--- config.mk ---
export PLATFORM = sky130hd
export DESIGN_NAME = input_conditioner
export DESIGN_NICKNAME = d
export VERILOG_FILES = /design/src/rtl/sync_block_pkg.sv /design/src/rtl/input_filter_channel.sv /design/src/rtl/input_conditioner.sv
export SDC_FILE = /design/constraint.sdc
export NUM_CORES = 1
export LEC_CHECK = 0
export ABC_CLOCK_PERIOD_IN_PS = 3800
export CAP_MARGIN = 20
export CORE_MARGIN = 2
export CORE_UTILIZATION = 56
export CTS_CLUSTER_DIAMETER = 30
export DETAILED_ROUTE_END_ITERATION = 7
export PLACE_DENSITY = 0.76
export SLEW_MARGIN = 20
export SYNTH_ARGS = -nofsm -noshare
export SYNTH_HDL_FRONTEND = slang
export SYNTH_SLANG_ARGS = --single-unit
export TNS_END_PERCENT = 20
--- constraint.sdc ---
create_clock -name clock_reg_input -period 3.8 [get_ports clock_reg_input]
set_clock_uncertainty 0.05 [all_clocks]
set_input_delay 0.57 -clock clock_reg_input [delete_from_list [all_inputs] [get_ports clock_reg_input]]
set_output_delay 0.57 -clock clock_reg_input [all_outputs]
set_load 0.01 [all_outputs]
--- src/rtl/sync_block_pkg.sv ---
// Shared sizes and channel indices for the external-signal conditioning path.
// Channel bit order: start, fast-gate opto, phase, wire sensor, detector ready.
package sync_block_pkg;

    localparam int CHANNELS     = 5;
    localparam int FILTER_WIDTH = 8;
    localparam int PERIOD_WIDTH = 32;

    typedef enum logic [2:0] {
        CH_START     = 3'd0,
        CH_FG        = 3'd1,
        CH_PHASE     = 3'd2,
        CH_WIRE      = 3'd3,
        CH_DET_READY = 3'd4
    } ch_idx_e;

endpackage

--- src/rtl/input_filter_channel.sv ---
// One conditioned input: two-flop synchronizer, glitch filter, level and edge strobes.
// A stable raw change reaches level (and its strobe) N+2 edges after first sampling.
module input_filter_channel #(
    parameter int   FILTER_WIDTH = sync_block_pkg::FILTER_WIDTH,
    parameter logic LEVEL_INIT   = 1'b0
) (
    input  logic                    clk,
    input  logic                    rst_n,
    input  logic                    raw,
    input  logic [FILTER_WIDTH-1:0] filter_len,
    output logic                    level,
    output logic                    rise,
    output logic                    fall
);

    logic                    sync1;
    logic                    sync2;
    logic [FILTER_WIDTH-1:0] cnt;
    logic [FILTER_WIDTH:0]   cnt_inc;
    logic [FILTER_WIDTH:0]   n_eff;
    logic                    flip;

    // One extra bit so counter+1 never wraps before the compare.
    assign cnt_inc = {1'b0, cnt} + 1'b1;
    assign n_eff   = (filter_len == '0) ? (FILTER_WIDTH+1)'(1) : {1'b0, filter_len};
    assign flip    = (sync2 != level) && (cnt_inc >= n_eff);

    always_ff @(posedge clk or negedge rst_n) begin
        if (!rst_n) begin
            sync1 <= LEVEL_INIT;
            sync2 <= LEVEL_INIT;
            level <= LEVEL_INIT;
            cnt   <= '0;
            rise  <= 1'b0;
            fall  <= 1'b0;
        end else begin
            sync1 <= raw;
            sync2 <= sync1;
            rise  <= flip && !level;
            fall  <= flip && level;
            if (sync2 == level || flip) begin
                cnt <= '0;
            end else begin
                cnt <= cnt_inc[FILTER_WIDTH-1:0];
            end
            if (flip) begin
                level <= ~level;
            end
        end
    end

endmodule

--- src/rtl/input_conditioner.sv ---
// Conditions the external inputs and measures the period between filtered phase rises.
// Period/valid update one cycle after the phase rise strobe; a watchdog flags lost phase.
module input_conditioner #(
    parameter int                  CHANNELS     = sync_block_pkg::CHANNELS,
    parameter int                  FILTER_WIDTH = sync_block_pkg::FILTER_WIDTH,
    parameter int                  PERIOD_WIDTH = sync_block_pkg::PERIOD_WIDTH,
    parameter logic [CHANNELS-1:0] LEVEL_INIT   = 5'b10000
) (
    input  logic                    clock_reg_input,
    input  logic                    reset_reg_input,
    input  logic [CHANNELS-1:0]     raw_reg_input,
    input  logic [FILTER_WIDTH-1:0] filter_len_reg_input,
    input  logic [PERIOD_WIDTH-1:0] phase_timeout_reg_input,
    input  logic                    clear_reg_input,
    output logic [CHANNELS-1:0]     level_reg_output,
    output logic [CHANNELS-1:0]     rise_reg_output,
    output logic [CHANNELS-1:0]     fall_reg_output,
    output logic [PERIOD_WIDTH-1:0] phase_period_reg_output,
    output logic                    phase_valid_reg_output,
    output logic                    phase_lost_reg_output
);

    localparam int PHASE_IDX = int'(sync_block_pkg::CH_PHASE);

    for (genvar i = 0; i < CHANNELS; i++) begin : g_ch
        input_filter_channel #(
            .FILTER_WIDTH (FILTER_WIDTH),
            .LEVEL_INIT   (LEVEL_INIT[i])
        ) u_ch (
            .clk        (clock_reg_input),
            .rst_n      (reset_reg_input),
            .raw        (raw_reg_input[i]),
            .filter_len (filter_len_reg_input),
            .level      (level_reg_output[i]),
            .rise       (rise_reg_output[i]),
            .fall       (fall_reg_output[i])
        );
    end

    logic [PERIOD_WIDTH-1:0] phase_cnt;
    logic [PERIOD_WIDTH-1:0] phase_cnt_next;
    logic                    phase_armed;
    logic                    phase_rise;

    assign phase_rise     = rise_reg_output[PHASE_IDX];
    assign phase_cnt_next = (phase_cnt == '1) ? phase_cnt : phase_cnt + PERIOD_WIDTH'(1);

    always_ff @(posedge clock_reg_input or negedge reset_reg_input) begin
        if (!reset_reg_input) begin
            phase_cnt               <= '0;
            phase_armed             <= 1'b0;
            phase_period_reg_output <= '0;
            phase_valid_reg_output  <= 1'b0;
            phase_lost_reg_output   <= 1'b0;
        end else if (clear_reg_input) begin
            phase_cnt               <= '0;
            phase_armed             <= 1'b0;
            phase_period_reg_output <= '0;
            phase_valid_reg_output  <= 1'b0;
            phase_lost_reg_output   <= 1'b0;
        end else if (phase_rise) begin
            // Expiry disarms, so an armed rise implies no timeout since the previous one.
            if (phase_armed) begin
                phase_period_reg_output <= phase_cnt;
                phase_valid_reg_output  <= 1'b1;
            end
            phase_cnt             <= PERIOD_WIDTH'(1);
            phase_armed           <= 1'b1;
            phase_lost_reg_output <= 1'b0;
        end else begin
            phase_cnt <= phase_cnt_next;
            if (phase_timeout_reg_input != '0 && phase_cnt_next == phase_timeout_reg_input) begin
                phase_lost_reg_output  <= 1'b1;
                phase_valid_reg_output <= 1'b0;
                phase_armed            <= 1'b0;
            end
        end
    end

endmodule

==> out/qor.log <==
qor: route.routedWlPerCell 20.4 um
qor: global_route.wire_length_of_the_first_global_routing_pass 35100 um
qor: clock_network.cts_tree built
qor: yosys.netlist.top_cell.by_area sky130_fd_sc_hd__dfrtp_1
qor: critical_path.critical_path.reg2reg.startpoint phase_cnt[9]
qor: route.post_drt_via_cell_ratio 6.16
qor: yosys.synth_edf_count 0
qor: placement.placedInstanceArea 9050 sq um
qor: global_route.antenna_found_initial 0
qor: final_layout.layout_cell_share_with_drive_strength_beyond_1 12.1%
qor: critical_path.required_time_of_the_worst_setup_path 4.04 ns
qor: sta.setup_violations 0
qor: pwr.power_density 402 nW/um^2
qor: die.design.portCount 97
qor: route.first_pass_iters 5
qor: die.die_area 14700 sq um
qor: critical_path.worstPathArrival 3.84 ns
qor: route.wl_met3 1180 um
qor: yosys.synth.ff_latch_count 132
qor: yosys.post_synth_inst_count 779
qor: critical_path.startpoint_to_endpoint_class_of_the_critical_path reg2reg
qor: die.floorplan.die.height 121 um
qor: die.floorplan.initialDensity 57.7%
qor: route.num_vias 6725
qor: sta.final-max-slew-violation-count 0
qor: sta.achievable-frequency 0.278 GHz
qor: yosys.synth_sequential_area_ratio 43.0%
qor: placement.io_buffers 96
qor: critical_path.critPathMaxFanout 4
qor: global_route.track_usage 31.2%
qor: yosys.yosys_warnings 0
qor: placement.half_perimeter_wire_length_after_placement 16800 um
qor: critical_path.worst-r2r-cell-count 10
qor: critical_path.regToRegEndpoint phase_valid_reg_output
qor: global_route.grt_max_degree 104
qor: pwr.cellLeakagePower 4.42 nW
qor: yosys.synth.avg_cell_area 9.88 sq um
qor: yosys.most_area_consuming_cells_after_synthesis sky130_fd_sc_hd__dfrtp_1, sky130_fd_sc_hd__ha_1, sky130_fd_sc_hd__xnor2_1
qor: global_route.grt_overflow 0
qor: yosys.syn_nets 869
qor: clock_network.cts.sink_count 132
qor: critical_path.cp_cell_sequence nand3_1 -> or4_4 -> nor3_2 -> mux2i_1 -> buf_4 -> xor2_1 -> o311ai_0 -> or4_4 -> o41ai_1 -> a21oi_1
qor: run.maxCapViolCount 0
qor: yosys.asyncSetResetFlopFracSynth 100%
qor: sta.timing.slew.headroom 36.0%
qor: critical_path.crit_slowest_cell sky130_fd_sc_hd__or4_4
qor: critical_path.cp_slowest_stage_delay 0.65 ns
qor: clock_network.clock_tree.htree_level_count 4
qor: critical_path.flop2flop_setup_slack 0.21 ns
qor: route.postRouteWirelength 22300 um
qor: clock_network.clkLatencyLatePin 0.42 ns
qor: final_layout.synthToLayoutAreaGrowth 24.5%
qor: final_layout.finalInstanceArea 9580 sq um
qor: global_route.vias_in_the_first_global_route 6705
qor: sta.setup_tns 0 ns
qor: critical_path.end_kind flop
qor: route.maxUsedRoutingLayer met4
qor: sta.period_needed 3.59 ns
qor: die.floorplan.rows 42
qor: clock_network.cts_buffer_depth 2
qor: critical_path.timing.critical_path.mode_cell sky130_fd_sc_hd__or4_4
qor: sta.worstMarginPinSlew 0.960 ns
qor: yosys.synth.lib_cells_used.distinct 63
qor: sta.finalCritPeriodShare 94.6%
qor: final_layout.fillCellCount 975
qor: pwr.vdd.ir_drop.worst 280 uV
qor: sta.fin_hold_ws 0.191 ns
qor: sta.final_hold_viol_count 0
qor: route.route.detailed.drc 0
qor: yosys.synth.top_cell.area_share 41.9%
qor: final_layout.nets 993
qor: placement.globalplace.congestion 0.969
qor: die.die_x 121 um
qor: yosys.post_synth_instance_area 7700 sq um
qor: final_layout.n_antenna_cell 0
qor: clock_network.cts_buffers 17
qor: route.met2_wirelength 11100 um
qor: outcome.status complete, no violations
qor: critical_path.cp-start-kind flop
qor: route.antenna_left 0
qor: clock_network.cts-root-buf sky130_fd_sc_hd__clkbuf_16
qor: clock_network.holdBufCountCts 0
qor: die.floorplan.core_area 13300 sq um
qor: hold_path.hold_class in2async
qor: route.met1Wirelength 9290 um
qor: clock_network.cts.clk_slew.worst_paths 0.06 ns
qor: sta.rsz0062_at_grt no
qor: yosys.ys_flop_type sky130_fd_sc_hd__dfrtp_1
qor: route.initialDrtViolationCount 541
-- layout by cell type, fill, tap and decap left out, types with 5 or more instances in the layout --
| master | netlist | layout |
|---|---|---|
| sky130_fd_sc_hd__a21oi_1 | 20 | 19 |
| sky130_fd_sc_hd__or3_1 | 5 | 5 |
| sky130_fd_sc_hd__clkdlybuf4s50_1 | 0 | 95 |
| sky130_fd_sc_hd__o21ai_0 | 15 | 15 |
| sky130_fd_sc_hd__nor2b_1 | 14 | 14 |
| sky130_fd_sc_hd__and3_1 | 37 | 37 |
| sky130_fd_sc_hd__nor4_1 | 21 | 21 |
| sky130_fd_sc_hd__a31oi_1 | 14 | 14 |
| sky130_fd_sc_hd__dfrtp_1 | 129 | 129 |
| sky130_fd_sc_hd__xor2_1 | 37 | 37 |
| sky130_fd_sc_hd__nor3b_1 | 11 | 11 |
| sky130_fd_sc_hd__clkbuf_16 | 0 | 17 |
| sky130_fd_sc_hd__nor3_1 | 22 | 21 |
| sky130_fd_sc_hd__nand2_1 | 47 | 47 |
| sky130_fd_sc_hd__ha_1 | 42 | 42 |
| sky130_fd_sc_hd__xnor2_1 | 45 | 45 |
| sky130_fd_sc_hd__clkinv_2 | 0 | 5 |
| sky130_fd_sc_hd__buf_4 | 18 | 55 |
| sky130_fd_sc_hd__nand3_1 | 37 | 37 |
| sky130_fd_sc_hd__nor2_1 | 62 | 61 |
| sky130_fd_sc_hd__mux2_2 | 6 | 6 |
| sky130_fd_sc_hd__nand4_1 | 16 | 16 |
| sky130_fd_sc_hd__a21o_1 | 13 | 13 |
| sky130_fd_sc_hd__o21bai_1 | 6 | 6 |
| sky130_fd_sc_hd__a22o_1 | 32 | 32 |
| sky130_fd_sc_hd__inv_1 | 24 | 24 |
| sky130_fd_sc_hd__nand2b_1 | 8 | 8 |
-- power by group --
part | switching (W) | internal (W) | leakage (nW)
sequential | 0.000118 | 0.00151 | 1.80
clock | 0.000631 | 0.000848 | 0.252
combinational | 0.000386 | 0.000365 | 2.37
-- synthesized netlist by cell type (21+ instances only) --
master / instances
sky130_fd_sc_hd__dfrtp_1: 129
sky130_fd_sc_hd__nor2_1: 62
sky130_fd_sc_hd__nand2_1: 47
sky130_fd_sc_hd__xnor2_1: 45
sky130_fd_sc_hd__ha_1: 42
sky130_fd_sc_hd__and3_1: 37
sky130_fd_sc_hd__nand3_1: 37
sky130_fd_sc_hd__xor2_1: 37
sky130_fd_sc_hd__a22o_1: 32
sky130_fd_sc_hd__inv_1: 24
sky130_fd_sc_hd__clkbuf_1: 22
sky130_fd_sc_hd__nor3_1: 22
sky130_fd_sc_hd__nor4_1: 21
-- per-layer routing --
layer	global-route usage (%)	vias to the layer above
li1	-	3087
met5	0	-
met3	6.16	55
met2	53.4	259
met4	13.1	0
met1	38.6	3324
-- final cells by class --
| class | instances | area, sq um | share of cell area [%] |
|---|---|---|---|
| clock buffers | 20 | 447 | 4.66 |
| inverters | 24 | 90.1 | 0.940 |
| clock inverters | 12 | 81.3 | 0.849 |
| flip-flops and latches | 132 | 3310 | 34.5 |
| repair buffers | 151 | 1380 | 14.3 |
| well taps | 176 | 220 | 2.30 |
| multi-input cells | 577 | 4060 | 42.4 |
-- worst max-delay path by stage --
stage,startpoint,to,cells past startpoint
after CTS,phase_cnt[9],phase_valid_reg_output,10
after global routing,phase_cnt[9],phase_valid_reg_output,10
after detailed placement,phase_cnt[9],phase_valid_reg_output,10
after floorplan,phase_cnt[0],phase_armed,11
final,phase_cnt[9],phase_valid_reg_output,10
after global placement,phase_cnt[9],phase_valid_reg_output,10
-- cells by family after synthesis --
| family | count (synthesis) | share of synthesized area [%] |
|---|---|---|
| and+or+nand+nor | 301 | 20.8 |
| AOI/OAI and AO/OA | 137 | 13.3 |
| DFF | 132 | 43.0 |
| xor gates and xnor gates | 84 | 9.92 |
| buffers and inverters | 70 | 4.39 |
| adders and majority gates | 46 | 7.35 |
| muxes | 9 | 1.27 |
-- registers in the layout, indices dropped and copies added, names as in the netlist, 5 cells and up --
name / count
g_ch.u_ch.cnt: 40
phase_cnt: 32
phase_period_reg_output: 32
g_ch.u_ch.fall: 5
g_ch.u_ch.level: 5
g_ch.u_ch.rise: 5
g_ch.u_ch.sync1: 5
g_ch.u_ch.sync2: 5
-- worst max-delay path: cells and delay by family, from the launching register on --
family	cells	cell delay [ns]
AO/OA/AOI/OAI	3	0.68
XOR/XNOR	1	0.15
buffers and inverters	1	0.17
flip-flops	1	0.35
multiplexers	1	0.30
AND/OR/NAND/NOR	4	1.77
-- timing repair --
item	4_1_cts	5_1_grt
setup buffers	0	0
gates resized for setup	0	1
endpoints found under the hold margin	0	0
endpoints found under the setup margin	0	2
-- per-stage QoR --
step                      instances  power, W  utilization, %  setup WS [ns]
after floorplan                 779   0.00209               -          0.352
after global placement         1060   0.00233            67.8          0.106
after detailed placement       1060   0.00238            67.8         0.0850
after CTS                      1092   0.00387            71.8         0.0579
after global routing           1092   0.00403            71.8         0.0742
final                          1092   0.00385            71.8          0.207
No activity file was read; power rests on OpenSTA's default activity.
